File: src/rtl/uart_tx_ctrl.sv
// UART transmit frame sequencer: accepts a byte, drives the external serializer and
// muxes start/data/parity/stop bits onto the line, one bit per clk.
module uart_tx_ctrl #(
    parameter int DATA_WIDTH = 8,
    parameter int STOP_BITS  = 1
) (
    input  logic                  clk,
    input  logic                  rst,
    input  logic                  data_valid,
    input  logic [DATA_WIDTH-1:0] P_DATA,
    input  logic                  par_en,
    input  logic                  par_typ,
    input  logic                  ser_data,
    output logic                  data_ready,
    output logic                  ser_en,
    output logic [DATA_WIDTH-1:0] ser_pdata,
    output logic                  tx_out,
    output logic                  busy
);

    localparam int CNT_W = (DATA_WIDTH > 1) ? $clog2(DATA_WIDTH) : 1;
    localparam logic [CNT_W-1:0] BIT_LAST  = CNT_W'(DATA_WIDTH - 1);
    localparam logic             STOP_LAST = 1'(STOP_BITS - 1);

    typedef enum logic [2:0] {
        S_IDLE   = 3'd0,
        S_START  = 3'd1,
        S_DATA   = 3'd2,
        S_PARITY = 3'd3,
        S_STOP   = 3'd4
    } state_t;

    state_t                state_r;
    state_t                next_state_s;
    state_t                line_sel_r;
    logic [DATA_WIDTH-1:0] data_r;
    logic                  par_en_r;
    logic                  parity_r;
    logic [CNT_W-1:0]      bit_cnt_r;
    logic                  stop_cnt_r;
    logic                  stop_last_s;
    logic                  accept_s;

    function automatic logic calc_parity(input logic [DATA_WIDTH-1:0] d, input logic odd);
        return (^d) ^ odd;
    endfunction

    // Next-state decode and the ready handshake.
    always_comb begin
        next_state_s = state_r;
        data_ready   = 1'b0;
        stop_last_s  = (stop_cnt_r == STOP_LAST);
        case (state_r)
            S_IDLE: begin
                data_ready = 1'b1;
                if (data_valid) next_state_s = S_START;
                else            next_state_s = S_IDLE;
            end
            S_START:  next_state_s = S_DATA;
            S_DATA: begin
                if (bit_cnt_r == BIT_LAST) begin
                    if (par_en_r) next_state_s = S_PARITY;
                    else          next_state_s = S_STOP;
                end else begin
                    next_state_s = S_DATA;
                end
            end
            S_PARITY: next_state_s = S_STOP;
            S_STOP: begin
                if (stop_last_s) begin
                    // Back-to-back frames: a new byte can go straight to START.
                    data_ready = 1'b1;
                    if (data_valid) next_state_s = S_START;
                    else            next_state_s = S_IDLE;
                end else begin
                    next_state_s = S_STOP;
                end
            end
            default:  next_state_s = S_IDLE;
        endcase
        accept_s = data_valid && data_ready;
    end

    // State register and line-select delay stage that aligns with the serializer output.
    always_ff @(posedge clk or posedge rst) begin
        if (rst) begin
            state_r    <= S_IDLE;
            line_sel_r <= S_IDLE;
        end else begin
            state_r    <= next_state_s;
            line_sel_r <= state_r;
        end
    end

    // Data bit and stop bit counters.
    always_ff @(posedge clk or posedge rst) begin
        if (rst) begin
            bit_cnt_r  <= {CNT_W{1'b0}};
            stop_cnt_r <= 1'b0;
        end else begin
            if (state_r == S_DATA) bit_cnt_r <= bit_cnt_r + CNT_W'(1);
            else                   bit_cnt_r <= {CNT_W{1'b0}};
            if ((state_r == S_STOP) && !stop_last_s) stop_cnt_r <= stop_cnt_r + 1'b1;
            else                                     stop_cnt_r <= 1'b0;
        end
    end

    // Byte, parity enable and parity bit captured on accept.
    always_ff @(posedge clk or posedge rst) begin
        if (rst) begin
            data_r   <= {DATA_WIDTH{1'b0}};
            par_en_r <= 1'b0;
            parity_r <= 1'b0;
        end else if (accept_s) begin
            data_r   <= P_DATA;
            par_en_r <= par_en;
            parity_r <= calc_parity(P_DATA, par_typ);
        end else begin
            data_r   <= data_r;
            par_en_r <= par_en_r;
            parity_r <= parity_r;
        end
    end

    assign ser_en    = (state_r == S_DATA);
    assign ser_pdata = data_r;
    assign busy      = (state_r != S_IDLE) || (line_sel_r != S_IDLE);

    // Line multiplexer driven by the delayed state.
    always_comb begin
        tx_out = 1'b1;
        case (line_sel_r)
            S_IDLE:   tx_out = 1'b1;
            S_START:  tx_out = 1'b0;
            S_DATA:   tx_out = ser_data;
            S_PARITY: tx_out = parity_r;
            S_STOP:   tx_out = 1'b1;
            default:  tx_out = 1'b1;
        endcase
    end

endmodule

File: config.mk
export PLATFORM = sky130hd
export DESIGN_NAME = uart_tx_ctrl
export DESIGN_NICKNAME = d
export VERILOG_FILES = /design/src/rtl/uart_tx_ctrl.sv
export SDC_FILE = /design/constraint.sdc
export NUM_CORES = 1
export LEC_CHECK = 0
export CAP_MARGIN = 10
export CORE_MARGIN = 10
export CORE_UTILIZATION = 35
export CTS_BUF_LIST = sky130_fd_sc_hd__clkbuf_2 sky130_fd_sc_hd__clkbuf_4 sky130_fd_sc_hd__clkbuf_8
export DETAILED_ROUTE_END_ITERATION = 8
export GPL_TIMING_DRIVEN = 0
export PLACE_DENSITY_LB_ADDON = 0.05
export SLEW_MARGIN = 0
export SYNTH_ARGS = -nofsm -noshare
export SYNTH_HDL_FRONTEND = slang
export SYNTH_SLANG_ARGS = --single-unit
export TNS_END_PERCENT = 1
File: constraint.sdc
create_clock -name clk -period 1.69 [get_ports clk]
set_clock_uncertainty 0.1 [all_clocks]
set_input_delay 0.338 -clock clk [delete_from_list [all_inputs] [get_ports clk]]
set_output_delay 0.338 -clock clk [all_outputs]
set_load 0.005 [all_outputs]
==> results.sh, run 1 <==
export IMPL_worstSetupPathType="reg2out"
export IMPL_place_inst=120
export IMPL_synth_seq_area_share_pct=56.74
export IMPL_slew_headroom_pct=50.98
export IMPL_cts_clk_slew_worst_paths_ns=0.12
export IMPL_final_cell_count_no_fill=132
export IMPL_clk_latency_ns=0.30
export IMPL_syn_inst=65
export IMPL_status="finished with violations"
export IMPL_cp_data_arrival_time_ns=1.27
export IMPL_layout_common_cells="21 x clkdlybuf4s50_1, 17 x dfrtp_1, 7 x mux2_4, 7 x buf_4, 5 x nand2_1"
export IMPL_setup_viol=1
export IMPL_finalPower_mw=2.227
export IMPL_crit_fanout=4
export IMPL_vias=602
export IMPL_timing_final_ws_setup_ns=-0.01584
export IMPL_routed_wl_um=1795
export IMPL_leakage_nw=0.6126
export IMPL_ir_worst_vdd_mv=0.8002
export IMPL_overflow=0
export IMPL_switching_share_pct=28.20
export IMPL_root_buffer="clkbuf_4"
export IMPL_synth_area_um2=882.1
export IMPL_syn2layout_area_growth_pct=46.10
export IMPL_cts_tree="built"
export IMPL_min_delay_path_class="in2async"
export IMPL_drive_above_1_share_pct=32.35
export IMPL_track_usage_pct=7.812
export IMPL_r2r_slack_ns=0.12
export IMPL_yosys_warnings=0
export IMPL_drcViolationCount=0
export IMPL_hold_viol=0
export IMPL_routed_via_density=4.561
export IMPL_dieWidth_um=70.20
export IMPL_portBuffers=25
export IMPL_whs_ns=0.3468
export IMPL_max_slew_worst_pin_slew_ns=0.7345
export IMPL_die_area_um2=4928
export IMPL_combinationalPowerShare_pct=45.2
export IMPL_std_cell_rows=18
export IMPL_drtAntennaViolNets=0
export IMPL_seqPwrFrac_pct=37.0
export IMPL_dr_pass1_iters=2
export IMPL_holdBufCountCts=0
export IMPL_synth_net_count=81
export IMPL_place_gp_congestion=0.6918
export IMPL_grt_pass1_vias=684
export IMPL_critPathCaptureType="output pin"
export IMPL_drt_iter0_drc=15
export IMPL_r2r_end="par_en_r"
export IMPL_diodes=0
export IMPL_power_density_nw_per_um2=1728
export IMPL_rsz0062_at_grt="true"
export IMPL_power_net_switching_uw=628.1
export IMPL_final_common_cell="clkdlybuf4s50_1"
export IMPL_period_minus_slack_ns=1.706
export IMPL_finalCritPeriodShare_pct=100.9
export IMPL_cp_required_ns=1.25
export IMPL_slew_viol_final=0
export IMPL_avgSynthCellArea_um2=13.57
export IMPL_cts_made_buffers=3
export IMPL_io_pin_count=26
export IMPL_nets=119
export IMPL_post_drt_wl_per_cell_um=13.60
export IMPL_yosys_cell_types_count=25
export IMPL_intPower_mw=1.599
export IMPL_rr_startpoint="state_r[2]"
export IMPL_hpwl_um=1278
export IMPL_critPathLaunch="state_r[2]"
export IMPL_cts_sinks=20
export IMPL_reg2reg_depth=5
export IMPL_core_area_um2=2432
export IMPL_violations="negative setup slack"
export IMPL_start_kind="flip-flop"
export IMPL_grt_pass1_wl_um=3180
export IMPL_ys_ff_latch=20
export IMPL_grt_antenna_before_repair=0
export IMPL_grt_max_degree=21
export IMPL_h_tree_depth=1
export IMPL_max_cap_viol_count=0
export IMPL_clkPwrFrac_pct=17.8
export IMPL_fmax_mhz=586.2
export IMPL_die_y_um=70.20
export IMPL_clockBufferDepth=2
export IMPL_start_util_pct=36.27
-- cell families after synthesis --
| group | count (synthesis) | share of synthesized area, % |
|---|---|---|
| flops | 20 | 56.74 |
| simple gates | 17 | 9.362 |
| mux | 10 | 15.60 |
| xor+xnor | 7 | 8.510 |
| compound gates | 5 | 4.396 |
| buf+inv | 3 | 2.128 |
| fa+ha+maj | 2 | 2.836 |
| other cells | 1 | 0.4251 |
-- power groups by stage --
stage / registers [mW] / logic (mW) / clock network, mW
after floorplan: 0.816 / 0.449 / 0
after global placement: 0.829 / 0.869 / 0
after detailed placement: 0.830 / 0.877 / 0
after CTS: 0.824 / 0.995 / 0.403
after global routing: 0.859 / 1.10 / 0.423
final: 0.825 / 1.01 / 0.397
-- cell type report --
class,count,area [um2]
flip-flops and latches,20,504.2
inverters,2,7.507
fillers,239,1144
clock inverters,1,30.03
plain buffers,1,11.26
clock buffers,3,22.52
multi-input cells,42,375.4
well taps,30,37.54
repair buffers,33,300.3
-- synthesized netlist by cell type (all sizes together) --
master / number / area [um2]
nor3: 1 / 5.000
nand3: 1 / 5.000
or2b: 1 / 7.510
a211oi: 1 / 12.51
buf: 1 / 11.26
nand2: 6 / 25.03
a21oi: 1 / 5.000
nor4: 1 / 6.260
ha: 2 / 25.02
dfrtp: 20 / 500.5
xnor2: 4 / 35.03
mux2: 9 / 127.6
a22oi: 1 / 7.510
o32ai: 1 / 8.760
xor2: 2 / 17.52
xnor3: 1 / 22.52
mux2i: 1 / 10.01
inv: 2 / 7.510
nor2: 4 / 15.01
o21ai: 1 / 5.000
or2: 1 / 6.260
and2: 2 / 12.51
conb: 1 / 3.750
-- flip-flops by register name (all words and copies together) (netlist names) --
signal,count
parity_r,1
state_r,3
par_en_r,1
bit_cnt_r,3
ser_pdata,8
line_sel_r,3
stop_cnt_r,1
-- per-layer routing --
| layer | wire, um | track usage (%) | vias up |
|---|---|---|---|
| met5 | 0 | 0 | - |
| met4 | 35 | 4.605 | 0 |
| met3 | 76 | 2.260 | 4 |
| met2 | 815 | 11.88 | 17 |
| met1 | 868 | 9.493 | 289 |
| li1 | - | - | 292 |
-- worst max-delay path: stages, from the launching register on --
cell,delay [ns]
dfrtp_2,0.45
or2b_1,0.26
nor2_2,0.12
buf_2,0.13
-- metrics by stage --
stage | area, um2 | worst slack, ns | setup TNS, ns | utilization [%]
final | 1289 | -0.01584 | -0.01584 | 52.98
after global routing | 1289 | -0.07501 | -0.2262 | 52.98
after CTS | 1276 | -0.05541 | -0.1467 | 52.47
after detailed placement | 1170 | -0.3620 | -0.8173 | 48.10
after global placement | 1170 | -0.3447 | -0.8251 | 48.10
after floorplan | 882.1 | 0.2310 | 0 | -
-- worst max-delay path by stage --
stage | end | cells past startpoint | slack, ns
floorplan | par_en_r | 4 | 0.23
global placement | tx_out | 5 | -0.34
detailed placement | tx_out | 5 | -0.36
CTS | tx_out | 5 | -0.06
global route | ser_en | 3 | -0.08
finish | ser_en | 3 | -0.02
-- timing repair --
action	4_1_cts	5_1_grt
setup buffers	8	0
pin swaps	4	2
endpoints found under the setup margin	4	4
resized for setup	21	3
gates cloned	0	0
(Power assumes the default switching activity.)
==> run 2, diff against run 1 <==
- SLEW_MARGIN: 0 -> 15
- clock period: 1.69 -> 1.82 ns (I/O delays scaled with it)
==> run 2 against run 1 <==
Utilization decreased by 1.3 points. Critical path depth unchanged. Final cell count decreased by 3.8%. The flow now finishes without violations. Via count decreased by 3.0%. Largest cell class unchanged. Die area unchanged. Clock power decreased by 6.8%. Largest power group unchanged.
==> results.sh, run 2 (synthesis results as in run 1) <==
export IMPL_rsz0062_at_grt="true"
export IMPL_portBuffers=25
export IMPL_drive_above_1_share_pct=28.87
export IMPL_holdBufCountCts=0
export IMPL_std_cell_rows=18
export IMPL_cp_required_ns=1.36
export IMPL_hpwl_um=1278
export IMPL_finalCritPeriodShare_pct=97.96
export IMPL_nets=114
export IMPL_routed_via_density=4.598
export IMPL_status="completed"
export IMPL_routed_wl_um=1746
export IMPL_root_buffer="clkbuf_4"
export IMPL_max_cap_viol_count=0
export IMPL_track_usage_pct=7.351
export IMPL_period_minus_slack_ns=1.783
export IMPL_cts_sinks=20
export IMPL_finalPower_mw=1.993
export IMPL_start_util_pct=36.27
export IMPL_power_density_nw_per_um2=1585
export IMPL_start_kind="flip-flop"
export IMPL_drt_iter0_drc=14
export IMPL_io_pin_count=26
export IMPL_dieWidth_um=70.20
export IMPL_overflow=0
export IMPL_drtAntennaViolNets=0
export IMPL_critPathLaunch="state_r[2]"
export IMPL_leakage_nw=0.5898
export IMPL_cp_data_arrival_time_ns=1.32
export IMPL_clockBufferDepth=2
export IMPL_setup_viol=0
export IMPL_slew_viol_final=0
export IMPL_cts_made_buffers=3
export IMPL_vias=584
export IMPL_crit_fanout=5
export IMPL_fmax_mhz=560.9
export IMPL_grt_pass1_wl_um=2987
export IMPL_r2r_end="par_en_r"
export IMPL_post_drt_wl_per_cell_um=13.75
export IMPL_syn2layout_area_growth_pct=42.55
export IMPL_n_fill_cell=244
export IMPL_grt_max_degree=21
export IMPL_h_tree_depth=1
export IMPL_die_area_um2=4928
export IMPL_ir_worst_vdd_mv=0.7427
export IMPL_layout_common_cells="21 x clkdlybuf4s50_1, 17 x dfrtp_1, 7 x mux2_4"
export IMPL_cts_clk_slew_worst_paths_ns=0.12
export IMPL_drcViolationCount=0
export IMPL_clk_latency_ns=0.30
export IMPL_min_delay_path_class="reg2reg"
export IMPL_r2r_slack_ns=0.33
export IMPL_critPathCaptureType="output pin"
export IMPL_place_gp_congestion=0.6918
export IMPL_cts_tree="built"
export IMPL_rr_startpoint="state_r[2]"
export IMPL_die_y_um=70.20
export IMPL_worstSetupPathType="reg2out"
export IMPL_max_slew_worst_pin_slew_ns=0.7295
export IMPL_dr_pass1_iters=2
export IMPL_largest_reg_flops=8
export IMPL_endpoint="ser_en"
export IMPL_whs_ns=0.3529
export IMPL_grt_pass1_vias=645
export IMPL_final_common_cell="clkdlybuf4s50_1"
export IMPL_grt_antenna_before_repair=0
export IMPL_reg2reg_depth=4
export IMPL_slew_headroom_pct=51.31
export IMPL_hold_viol=0
export IMPL_diodes=0
export IMPL_core_area_um2=2432
run 2: changes by cell type in the layout (fill, tap and decap cells not counted), sizes merged:
cell,previous run,this run
buf,13,6
clkbuf,3,4
dlygate4sd2,0,1
run 2: worst min-delay path by stage:
stage               slack (ns)           end  cells past startpoint          from
floorplan                 0.23  bit_cnt_r[0]                      1           rst
global placement          0.33  bit_cnt_r[0]                      1  bit_cnt_r[0]
detailed placement        0.34  bit_cnt_r[0]                      1  bit_cnt_r[0]
CTS                       0.36  bit_cnt_r[0]                      1  bit_cnt_r[0]
global route              0.38  bit_cnt_r[0]                      1  bit_cnt_r[0]
finish                    0.35  bit_cnt_r[0]                      1  bit_cnt_r[0]
run 2: through the flow:
stage / worst slack (ns) / setup TNS, ns / instances / instance area, um2 / util, %
after CTS: -0.04695 / -0.04695 / 127 / 1254 / 51.54
after floorplan: 0.3610 / 0 / 65 / 882.1 / -
after global placement: -0.2667 / -0.5021 / 120 / 1170 / 48.10
after detailed placement: -0.2840 / -0.4939 / 120 / 1170 / 48.10
final: 0.03710 / 0 / 127 / 1257 / 51.70
after global routing: -0.01581 / -0.01581 / 127 / 1257 / 51.70
run 2: power by group:
| part | switching [mW] | internal (mW) | leakage [nW] |
|---|---|---|---|
| clock | 0.147 | 0.223 | 0.0279 |
| combinational | 0.280 | 0.566 | 0.318 |
| sequential | 0.144 | 0.633 | 0.244 |
run 2: routing by layer:
| layer | up-vias | track usage (%) | routed length, um |
|---|---|---|---|
| li1 | 282 | - | - |
| met1 | 281 | 8.674 | 831 |
| met2 | 17 | 11.18 | 790 |
| met3 | 4 | 2.401 | 89 |
| met4 | 0 | 4.605 | 35 |
| met5 | - | 0 | 0 |
run 2: final cells by class:
type                    count  area (um2)  share of cell area, %
clock buffers               3       22.52                  1.791
clock inverters             1       30.03                  2.388
inverters                   2       7.507                 0.5970
flip-flops and latches     20       504.2                  40.10
plain buffers               1       11.26                 0.8955
repair buffers             28       262.8                  20.90
well taps                  30       37.54                  2.985
multi-input cells          42       381.6                  30.35
run 2: repair_timing:
action | 4_1_cts | 5_1_grt
buffers inserted | 3 | 0
resized for setup | 15 | 5
setup endpoints to repair | 4 | 3
pin swaps | 3 | 2
run 2: worst max-delay path, stage by stage, from the launching register on:
cell and delay [ns]:
dfrtp_2 0.47, or2b_1 0.28, nor2_2 0.13, buf_2 0.13
